### src/rtl/memory_access_arbiter_pkg.sv
// rtl/memory_access_arbiter_pkg.sv - shared state, requester and select-code definitions for the memory arbiter
package memory_access_arbiter_pkg;

   typedef enum logic [1:0] {
      ST_IDLE  = 2'd0,
      ST_ISSUE = 2'd1,
      ST_WAIT  = 2'd2,
      ST_DONE  = 2'd3
   } state_e;

   localparam int NUM_REQ   = 3;
   localparam int REQ_FETCH = 0;
   localparam int REQ_DATA  = 1;
   localparam int REQ_STACK = 2;

   localparam logic [2:0] DST_PC    = 3'b000;
   localparam logic [2:0] DST_IMM   = 3'b001;
   localparam logic [2:0] DST_SP2   = 3'b100;
   localparam logic [2:0] DST_SPIMM = 3'b101;

   localparam logic [1:0] SRC_MARY    = 2'b00;
   localparam logic [1:0] SRC_SHELLEY = 2'b01;
   localparam logic [1:0] SRC_RA      = 2'b10;

   function automatic logic [1:0] onehot_to_idx(input logic [2:0] oh);
      if (oh[2]) return 2'd2;
      if (oh[1]) return 2'd1;
      return 2'd0;
   endfunction

endpackage

### src/rtl/memory_access_arbiter_if.sv
// rtl/memory_access_arbiter_if.sv - requester, memory-select and response bundle between control unit and arbiter
interface memory_access_arbiter_if #(
   parameter int DATA_W = 16
);
   logic [2:0]        req;
   logic [2:0]        req_write;
   logic [8:0]        req_dst;
   logic [5:0]        req_src;
   logic [DATA_W-1:0] mem_out;
   logic              MemWrite;
   logic [1:0]        MemSrc;
   logic [2:0]        MemDst;
   logic [2:0]        gnt;
   logic [2:0]        ack;
   logic [DATA_W-1:0] rdata;
   logic              busy;

   modport master (
      output req, req_write, req_dst, req_src, mem_out,
      input  MemWrite, MemSrc, MemDst, gnt, ack, rdata, busy
   );

   modport slave (
      input  req, req_write, req_dst, req_src, mem_out,
      output MemWrite, MemSrc, MemDst, gnt, ack, rdata, busy
   );
endinterface

### src/rtl/mem_arb_pick.sv
// rtl/mem_arb_pick.sv - combinational one-hot winner select; ARB_ROUND_ROBIN_EN selects round-robin over fixed priority
module mem_arb_pick
   import memory_access_arbiter_pkg::*;
(
`ifdef ARB_ROUND_ROBIN_EN
   input  logic [1:0] ptr,
`endif
   input  logic [2:0] req,
   output logic [2:0] win
);

`ifdef ARB_ROUND_ROBIN_EN
   // Search starts just after the last winner so every requester gets a turn.
   always_comb begin
      logic found;
      int   idx;
      win   = '0;
      found = 1'b0;
      idx   = 0;
      for (int k = 1; k <= NUM_REQ; k++) begin
         idx = (int'(ptr) + k) % NUM_REQ;
         if (!found && req[idx]) begin
            win[idx] = 1'b1;
            found    = 1'b1;
         end
      end
   end
`else
   always_comb begin
      win = '0;
      if (req[REQ_DATA])       win[REQ_DATA]  = 1'b1;
      else if (req[REQ_STACK]) win[REQ_STACK] = 1'b1;
      else if (req[REQ_FETCH]) win[REQ_FETCH] = 1'b1;
   end
`endif

endmodule

### src/rtl/memory_access_arbiter.sv
// rtl/memory_access_arbiter.sv - single-port memory arbiter for fetch/data/stack; ARB_ROUND_ROBIN_EN enables round-robin
module memory_access_arbiter
   import memory_access_arbiter_pkg::*;
#(
   parameter int DATA_W      = 16,
   parameter int MEM_LATENCY = 1
) (
   input logic                    clock,
   input logic                    reset_n,
   memory_access_arbiter_if.slave bus
);

   localparam logic [3:0] LAT_M1 = 4'((MEM_LATENCY > 0) ? MEM_LATENCY - 1 : 0);

   state_e            state_q, state_d;
   logic [3:0]        cnt_q, cnt_d;
   logic              wr_q, wr_d;
   logic              mem_write_q, mem_write_d;
   logic [1:0]        mem_src_q, mem_src_d;
   logic [2:0]        mem_dst_q, mem_dst_d;
   logic [2:0]        gnt_q, gnt_d;
   logic [2:0]        ack_q, ack_d;
   logic [DATA_W-1:0] rdata_q, rdata_d;
   logic              busy_q, busy_d;
   logic              to_done;
   logic [2:0]        win;
   logic [1:0]        win_idx;
`ifdef ARB_ROUND_ROBIN_EN
   logic [1:0]        ptr_q, ptr_d;
`endif

   mem_arb_pick u_pick (
`ifdef ARB_ROUND_ROBIN_EN
      .ptr (ptr_q),
`endif
      .req (bus.req),
      .win (win)
   );

   assign win_idx = onehot_to_idx(win);

   always_comb begin
      state_d     = state_q;
      cnt_d       = cnt_q;
      wr_d        = wr_q;
      mem_write_d = 1'b0;
      mem_src_d   = mem_src_q;
      mem_dst_d   = mem_dst_q;
      gnt_d       = gnt_q;
      ack_d       = '0;
      rdata_d     = rdata_q;
      busy_d      = busy_q;
      to_done     = 1'b0;
`ifdef ARB_ROUND_ROBIN_EN
      ptr_d       = ptr_q;
`endif
      case (state_q)
         ST_IDLE: begin
            if (|bus.req) begin
               state_d     = ST_ISSUE;
               wr_d        = |(win & bus.req_write);
               mem_write_d = wr_d;
               mem_src_d   = bus.req_src[win_idx*2 +: 2];
               mem_dst_d   = bus.req_dst[win_idx*3 +: 3];
               gnt_d       = win;
               busy_d      = 1'b1;
            end
         end
         ST_ISSUE: begin
            if (MEM_LATENCY == 0) begin
               to_done = 1'b1;
            end else begin
               state_d = ST_WAIT;
               cnt_d   = LAT_M1;
            end
         end
         ST_WAIT: begin
            if (cnt_q == 4'd0) to_done = 1'b1;
            else               cnt_d   = cnt_q - 4'd1;
         end
         ST_DONE: begin
            state_d = ST_IDLE;
            gnt_d   = '0;
            busy_d  = 1'b0;
`ifdef ARB_ROUND_ROBIN_EN
            ptr_d   = onehot_to_idx(gnt_q);
`endif
         end
         default: state_d = ST_IDLE;
      endcase
      // Read data is sampled while the selects are still held, then they drop.
      if (to_done) begin
         state_d   = ST_DONE;
         ack_d     = gnt_q;
         mem_src_d = '0;
         mem_dst_d = '0;
         if (!wr_q) rdata_d = bus.mem_out;
      end
   end

   always_ff @(posedge clock or negedge reset_n) begin
      if (!reset_n) begin
         state_q     <= ST_IDLE;
         cnt_q       <= '0;
         wr_q        <= 1'b0;
         mem_write_q <= 1'b0;
         mem_src_q   <= '0;
         mem_dst_q   <= '0;
         gnt_q       <= '0;
         ack_q       <= '0;
         rdata_q     <= '0;
         busy_q      <= 1'b0;
`ifdef ARB_ROUND_ROBIN_EN
         ptr_q       <= 2'd2;
`endif
      end else begin
         state_q     <= state_d;
         cnt_q       <= cnt_d;
         wr_q        <= wr_d;
         mem_write_q <= mem_write_d;
         mem_src_q   <= mem_src_d;
         mem_dst_q   <= mem_dst_d;
         gnt_q       <= gnt_d;
         ack_q       <= ack_d;
         rdata_q     <= rdata_d;
         busy_q      <= busy_d;
`ifdef ARB_ROUND_ROBIN_EN
         ptr_q       <= ptr_d;
`endif
      end
   end

   assign bus.MemWrite = mem_write_q;
   assign bus.MemSrc   = mem_src_q;
   assign bus.MemDst   = mem_dst_q;
   assign bus.gnt      = gnt_q;
   assign bus.ack      = ack_q;
   assign bus.rdata    = rdata_q;
   assign bus.busy     = busy_q;

endmodule
### src/flat_wrapper.sv
// flat-port wrapper written by rule: the top's interface ports become plain ports
module memory_access_arbiter_flat import memory_access_arbiter_pkg::*;
#(
   parameter int DATA_W      = 16,
   parameter int MEM_LATENCY = 1
)
  (clock, reset_n, bus_req, bus_req_write, bus_req_dst, bus_req_src, bus_mem_out, bus_MemWrite, bus_MemSrc, bus_MemDst, bus_gnt, bus_ack, bus_rdata, bus_busy);
  memory_access_arbiter_if #(.DATA_W(DATA_W)) bus_i ();
  input logic clock;
  input logic reset_n;
  input wire logic [$bits(bus_i.req)-1:0] bus_req;
  input wire logic [$bits(bus_i.req_write)-1:0] bus_req_write;
  input wire logic [$bits(bus_i.req_dst)-1:0] bus_req_dst;
  input wire logic [$bits(bus_i.req_src)-1:0] bus_req_src;
  input wire logic [$bits(bus_i.mem_out)-1:0] bus_mem_out;
  output wire logic [$bits(bus_i.MemWrite)-1:0] bus_MemWrite;
  output wire logic [$bits(bus_i.MemSrc)-1:0] bus_MemSrc;
  output wire logic [$bits(bus_i.MemDst)-1:0] bus_MemDst;
  output wire logic [$bits(bus_i.gnt)-1:0] bus_gnt;
  output wire logic [$bits(bus_i.ack)-1:0] bus_ack;
  output wire logic [$bits(bus_i.rdata)-1:0] bus_rdata;
  output wire logic [$bits(bus_i.busy)-1:0] bus_busy;
  assign bus_i.req = bus_req;
  assign bus_i.req_write = bus_req_write;
  assign bus_i.req_dst = bus_req_dst;
  assign bus_i.req_src = bus_req_src;
  assign bus_i.mem_out = bus_mem_out;
  assign bus_MemWrite = bus_i.MemWrite;
  assign bus_MemSrc = bus_i.MemSrc;
  assign bus_MemDst = bus_i.MemDst;
  assign bus_gnt = bus_i.gnt;
  assign bus_ack = bus_i.ack;
  assign bus_rdata = bus_i.rdata;
  assign bus_busy = bus_i.busy;
  memory_access_arbiter #(.DATA_W(DATA_W), .MEM_LATENCY(MEM_LATENCY)) u_core (.clock(clock), .reset_n(reset_n), .bus(bus_i));
endmodule
### config.mk
export PLATFORM = sky130hd
export DESIGN_NAME = memory_access_arbiter_flat
export DESIGN_NICKNAME = d
export VERILOG_FILES = /design/src/rtl/memory_access_arbiter_pkg.sv /design/src/rtl/memory_access_arbiter_if.sv /design/src/rtl/mem_arb_pick.sv /design/src/rtl/memory_access_arbiter.sv /design/src/flat_wrapper.sv
export SDC_FILE = /design/constraint.sdc
export NUM_CORES = 1
export LEC_CHECK = 0
export CORE_MARGIN = 1.5
export CORE_UTILIZATION = 25
export CTS_CLUSTER_DIAMETER = 120
export DETAILED_ROUTE_END_ITERATION = 10
export HOLD_SLACK_MARGIN = 0.15
export PLACE_DENSITY = 0.53
export SYNTH_ARGS = -nofsm -noshare
export SYNTH_HDL_FRONTEND = slang
export SYNTH_SLANG_ARGS = --single-unit
### constraint.sdc
create_clock -name clock -period 1.8 [get_ports clock]
set_input_delay 0.36 -clock clock [delete_from_list [all_inputs] [get_ports clock]]
set_output_delay 0.36 -clock clock [all_outputs]
set_load 0.02 [all_outputs]
# Word level (Yosys, flattened, before mapping)
# Cells that the tools add are included.
# totals
register_bits,36
word_cells,70
# classes
add_sub_neg,1
multipliers,1
n_eq_ne,6
n_shift,2
n_mux,33
n_bitwise,2
reduce_logical,15
# ops
operator,n
$mux 2,9
$mux 3,5
$mux 1,14
$reduce_and 2->1,6
$shiftx 9x5->3,1
$pmux 4 s2,1
$reduce_bool 2->1,4
$pmux 2 s3,1
$pmux 3 s2,1
$reduce_or 3->1,2
$shiftx 6x4->2,1
$eq 2x2->1 const B,2
$logic_not 4->1,1
$mul 2x2->4 const B,1
$mux 4,1
$reduce_bool 4->1,1
$sub 4x1->4 const B,1
$and 3x3->3,1
$ne 3x1->1 const B,1
$eq 2x1->1 const B,1
$logic_not 2->1,1
$ne 2x1->1 const B,1
$ne 2x2->1 const B,1
$pmux 1 s2,1
$not 1->1,1

# Logic depth before layout (Yosys ltp)
# logic_depth
depth_word,11
depth_mapped,6

# Cells and area by module
# A second synthesis with hierarchy kept.
# hier_totals
cells_unflattened,139
area_unflattened_um2,1671.6
# modules_own_cells
module,instances,cells_each,area_each_um2
memory_access_arbiter,1,136,1645.3
mem_arb_pick,1,3,26.3

# Least setup slack after synthesis
# Ideal clock, no wire load.
# synth_timing
path_kind,flip-flop to flip-flop
from,register u_core.cnt_q[0]
to,"register u_core.rdata_q[10], in the netlist u_core.bus.rdata[10]"
setup_time_ps,125
t_arrival_ps,1801
t_required_ps,1675
slack_ps,-126
path_stages_with_launch,7
synth_period_minus_slack_ps,1926
cell_sequence,dfrtp_1 inv_1 ha_1 or3b_4 nor3_4 buf_8 mux2_2
# synth_between
elab_chain_cells,4
# synth_rtl
element,line_no,text
start: declaration,memory_access_arbiter.sv:16,"logic [3:0] cnt_q, cnt_d;"
start signal: assignment,memory_access_arbiter.sv:118,cnt_q <= cnt_d;
$logic_not 4->1,memory_access_arbiter.sv:78,if (cnt_q == 4'd0) to_done = 1'b1;
$mux 1,memory_access_arbiter.sv:78,
$mux 1,memory_access_arbiter.sv:57,case (state_q)
$reduce_and 2->1 (no source line),-,
end signal: assignment,memory_access_arbiter.sv:125,rdata_q <= rdata_d;
end: declaration,memory_access_arbiter.sv:23,"logic [DATA_W-1:0] rdata_q, rdata_d;"
# Every way passes these cells.
# A chain may end at the register's enable or synchronous reset.

# Worst setup path after layout
# layout_timing
from,register u_core.cnt_q[1]
to,"register u_core.rdata_q[7], in the netlist u_core.bus.rdata[7]"
# The elaborated chain is that of the path after synthesis.

==> summary.md <==
| Metric | Value |
|---|---|
| Commonest cells post-synth | dfrtp_1 (36), mux2_2 (16), nand2_1 (10), o21ai_0 (7), inv_1 (6) |
| Routed WL | 3.980 mm |
| Post-synthesis register bit count | 36 |
| Initial Util | 25.87% |
| Slowest CP cell | or3b_4 |
| F_max | 555.2 MHz |
| Fin crit share | 100.1% |
| Layout cells sized above 1 | 20.96% |
| GR Overflow Total | 0 |
| Crit-path cells | inv_1 > ha_1 > or3b_4 > nor3_4 > buf_12 > mux2_2 |
| Core footprint | 6350 um^2 |
| Fraction of synthesized cell area in xor and xnor cells | 0.5331% |
| Final worst path period need | 1801 ps |
| Footprint of the multi-input gates | 689.4 um^2 |
| Final Util | 41.34% |
| WHS Endpoint | u_core.bus.rdata[3]$_DFFE_PN0P_ |
| P_leak | 1.140 nW |
| H-tree depth | 2 |
| IO Port Bufs | 67 |
| Clock root buffer | clkbuf_8 |
| EDFF count, synth | 0 |
| # diodes | 0 |
| Status | finished with violations |
| Worst R2R End | u_core.bus.rdata[7]$_DFFE_PN0P_ |
| Clock-pin slew on the worst setup and hold paths | 70 ps |
| R2R cell count | 6 |
| # nets final | 269 |
| Die ar. | 7067 um^2 |
| Initial antenna violation count | 0 |
| Critical path required time | 1970 ps |
| CP max FO | 16 |
| Hold Path Class | reg -> reg |
| Hold_sp | u_core.bus.rdata[3]$_DFFE_PN0P_ |
| Pwr per Cell Area | 1528 nW/um^2 |
| FP Rows | 29 |
| Proportion of synthesized area in mux cells | 14.01% |
| Final Skew | 2.198 ps |
| Crit Path Class | reg -> reg |
| CTS tree | built |
| Final setup viols | 1 |
| Vias in the first global route | 1431 |
| Worst slack, placed | -212.6 ps |
| Top cells by area, synth | dfrtp_1 (55%), mux2_2 (11%), mux2i_1 (3.0%) |
| Worst IR Drop VDD | 0.0007248 V |
| R2r startpoint | u_core.cnt_q[1]$_DFFE_PN0P_ |
| Worst EP arrival | 1970 ps |
| Main synth FF type | dfrtp_1 |
| Max-cap violations | 0 |
| Wire per inst | 13.01 um |
| Insertion delay to the later sink of the worst-skew pair | 280 ps |
| Yosys warning count | 0 |
| DP HPWL | 3.036 mm |
| Startpoint types | flip-flop |
| Antenna viol nets, final | 0 |
| Max-slew violation count | 0 |
| Cell depth of the worst min-delay path | 1 |
| Most frequent cell after synthesis | dfrtp_1 |
| Detailed Route Iter0 Violations | 70 |
| Storage element area | 900.9 um^2 |
| Synth Instances | 141 |
| Area delta synth->final | 59.79% |
| Final worst slack | -1.062 ps |
| Gr usage total | 12.31% |
| Gp weighted congestion | 0.7283 |
| Vias per cell | 4.529 |
| Cell variety after synth | 34 |
| Largest net degree at the start of global routing | 20 |
| Rel. slew slack | 47.21% |
| Simple-gate portion of the synthesized area | 13.10% |
| Setup Fix Bufs, Post-CTS | 0 |
| Die Height | 84.07 um |
| Filler cells | 641 |
| Post-synth top area share | 54.84% |
| Residual DRC | 0 |
| Die X | 84.07 um |
| RSZ-0062 raised after global routing | true |
| Sink Count | 36 |
| First-pass GRT wire length | 6.900 mm |
| Fin Setup TNS | -1.062 ps |
| Synthesized area | 1643 um^2 |
| Setup slack, reg-to-reg | -1 ps |
| Sequential area share after synthesis | 54.84% |
| Worst-case clock buffer depth | 2 |
| Synthesized net count | 181 |
| FFs w/ async S/R, synth | 100.0% |
| Worst-Margin Slew | 785.8 ps |
| Total power | 0.004012 W |
| Adder-cell share of the synthesized area | 0.7616% |
| IO Pins | 68 |
| Endpoints failing hold | 0 |
| Cell taking the most area after synthesis | dfrtp_1 |
| Violated checks | negative setup slack |
| CP max stage delay | 410 ps |
| Average size of a mapped cell | 11.65 um^2 |
| Combinational family with the most area after synthesis | multiplexers |
| Crit end category | flip-flop |
| First-pass DRT Iterations | 4 |
| Via count | 1386 |
| Synth Area in Compound Gates | 13.02% |
| CTS buffer count | 5 |
worst max path at each step:
| stage | startpoint | endpoint | slack [ps] | cells past startpoint |
|---|---|---|---|---|
| floorplan | u_core.cnt_q[0]$_DFFE_PN0P_ | u_core.bus.rdata[10]$_DFFE_PN0P_ | -130 | 6 |
| finish | u_core.cnt_q[1]$_DFFE_PN0P_ | u_core.bus.rdata[7]$_DFFE_PN0P_ | -1 | 6 |
| global placement | bus_req[1] | u_core.wr_q$_DFFE_PN0P_ | -80 | 4 |
| CTS | u_core.cnt_q[0]$_DFFE_PN0P_ | u_core.bus.rdata[7]$_DFFE_PN0P_ | -20 | 6 |
| global route | u_core.cnt_q[1]$_DFFE_PN0P_ | u_core.bus.rdata[7]$_DFFE_PN0P_ | -90 | 6 |
| detailed placement | bus_req[1] | u_core.bus.MemDst[1]$_DFFE_PN0P_ | -210 | 4 |
layout make-up:
type	count	share of cell area (%)
multi-input combinational	92	26.26
tap	77	3.670
clock buffer	6	2.765
inverter	6	0.8580
sequential	36	34.32
clock inverter	1	0.1907
timing repair buffer	88	31.94
flip-flops by register name, indices dropped and copies added, names as in the netlist:
| register | cells |
|---|---|
| u_core.bus.MemSrc | 2 |
| u_core.bus.ack | 3 |
| u_core.bus.MemWrite | 1 |
| u_core.bus.gnt | 3 |
| u_core.bus.rdata | 16 |
| u_core.bus.MemDst | 3 |
| u_core.wr_q | 1 |
| u_core.state_q | 2 |
| u_core.cnt_q | 4 |
| u_core.bus.busy | 1 |
cells by family after synthesis:
kind of cell,count (synthesis)
xor+xnor,1
compound gates,31
simple gates,38
mux,21
flops,36
buf+inv,13
fa+ha+maj,1
metal layers:
metal	global-route usage (%)	up-vias	share of wire [%]
met5	0	-	0
met4	3.577	0	1.2
met3	4.649	6	8.8
met2	18.69	54	45
met1	16.35	647	45
li1	-	679	-
power breakdown:
group | internal [W] | switching (W)
Combinational | 0.00113 | 0.00100
Clock | 0.000263 | 0.000258
Sequential | 0.00116 | 0.000204
Total | 0.00255 | 0.00146
stage by stage:
step	std cells	hold WS [ps]	instance area, um^2
5_1_grt	306	527.6	2625
3_3_place_gp	298	327.1	2529
2_1_floorplan	141	64.41	1643
4_1_cts	306	511.2	2620
6_report	306	505.9	2625
3_5_place_dp	298	329.2	2529
cell usage in the layout, fill, tap and decap left out, types with 2 or more instances in the layout:
master           count
o211ai_1             3
o22ai_1              3
clkbuf_8             5
nor2b_1              4
a22oi_1              2
nor3_1               2
o21ai_0              7
mux2_2              15
nand2_1             10
nor4_1               2
nand3_1              2
dfrtp_1             36
nor2_1               5
and3_1               3
a22o_1               5
buf_4               19
a21o_1               2
inv_1                5
mux2i_1              5
clkdlybuf4s50_1     66
a31oi_1              3
nand2b_1             4
a21oi_1              2
timing repair:
item	CTS	global route
hold buffers	1	0
hold endpoints to repair	17	0
gates cloned	0	0
setup endpoints to repair	16	21
gates resized for setup	1	2
critical path, delay by kind of cell (launching register included):
family / cells / cell delay (ps)
simple gates: 2 / 570
flops: 1 / 370
mux: 1 / 340
buf+inv: 2 / 250
fa+ha+maj: 1 / 150
No activity file was read; power rests on OpenSTA's default activity.
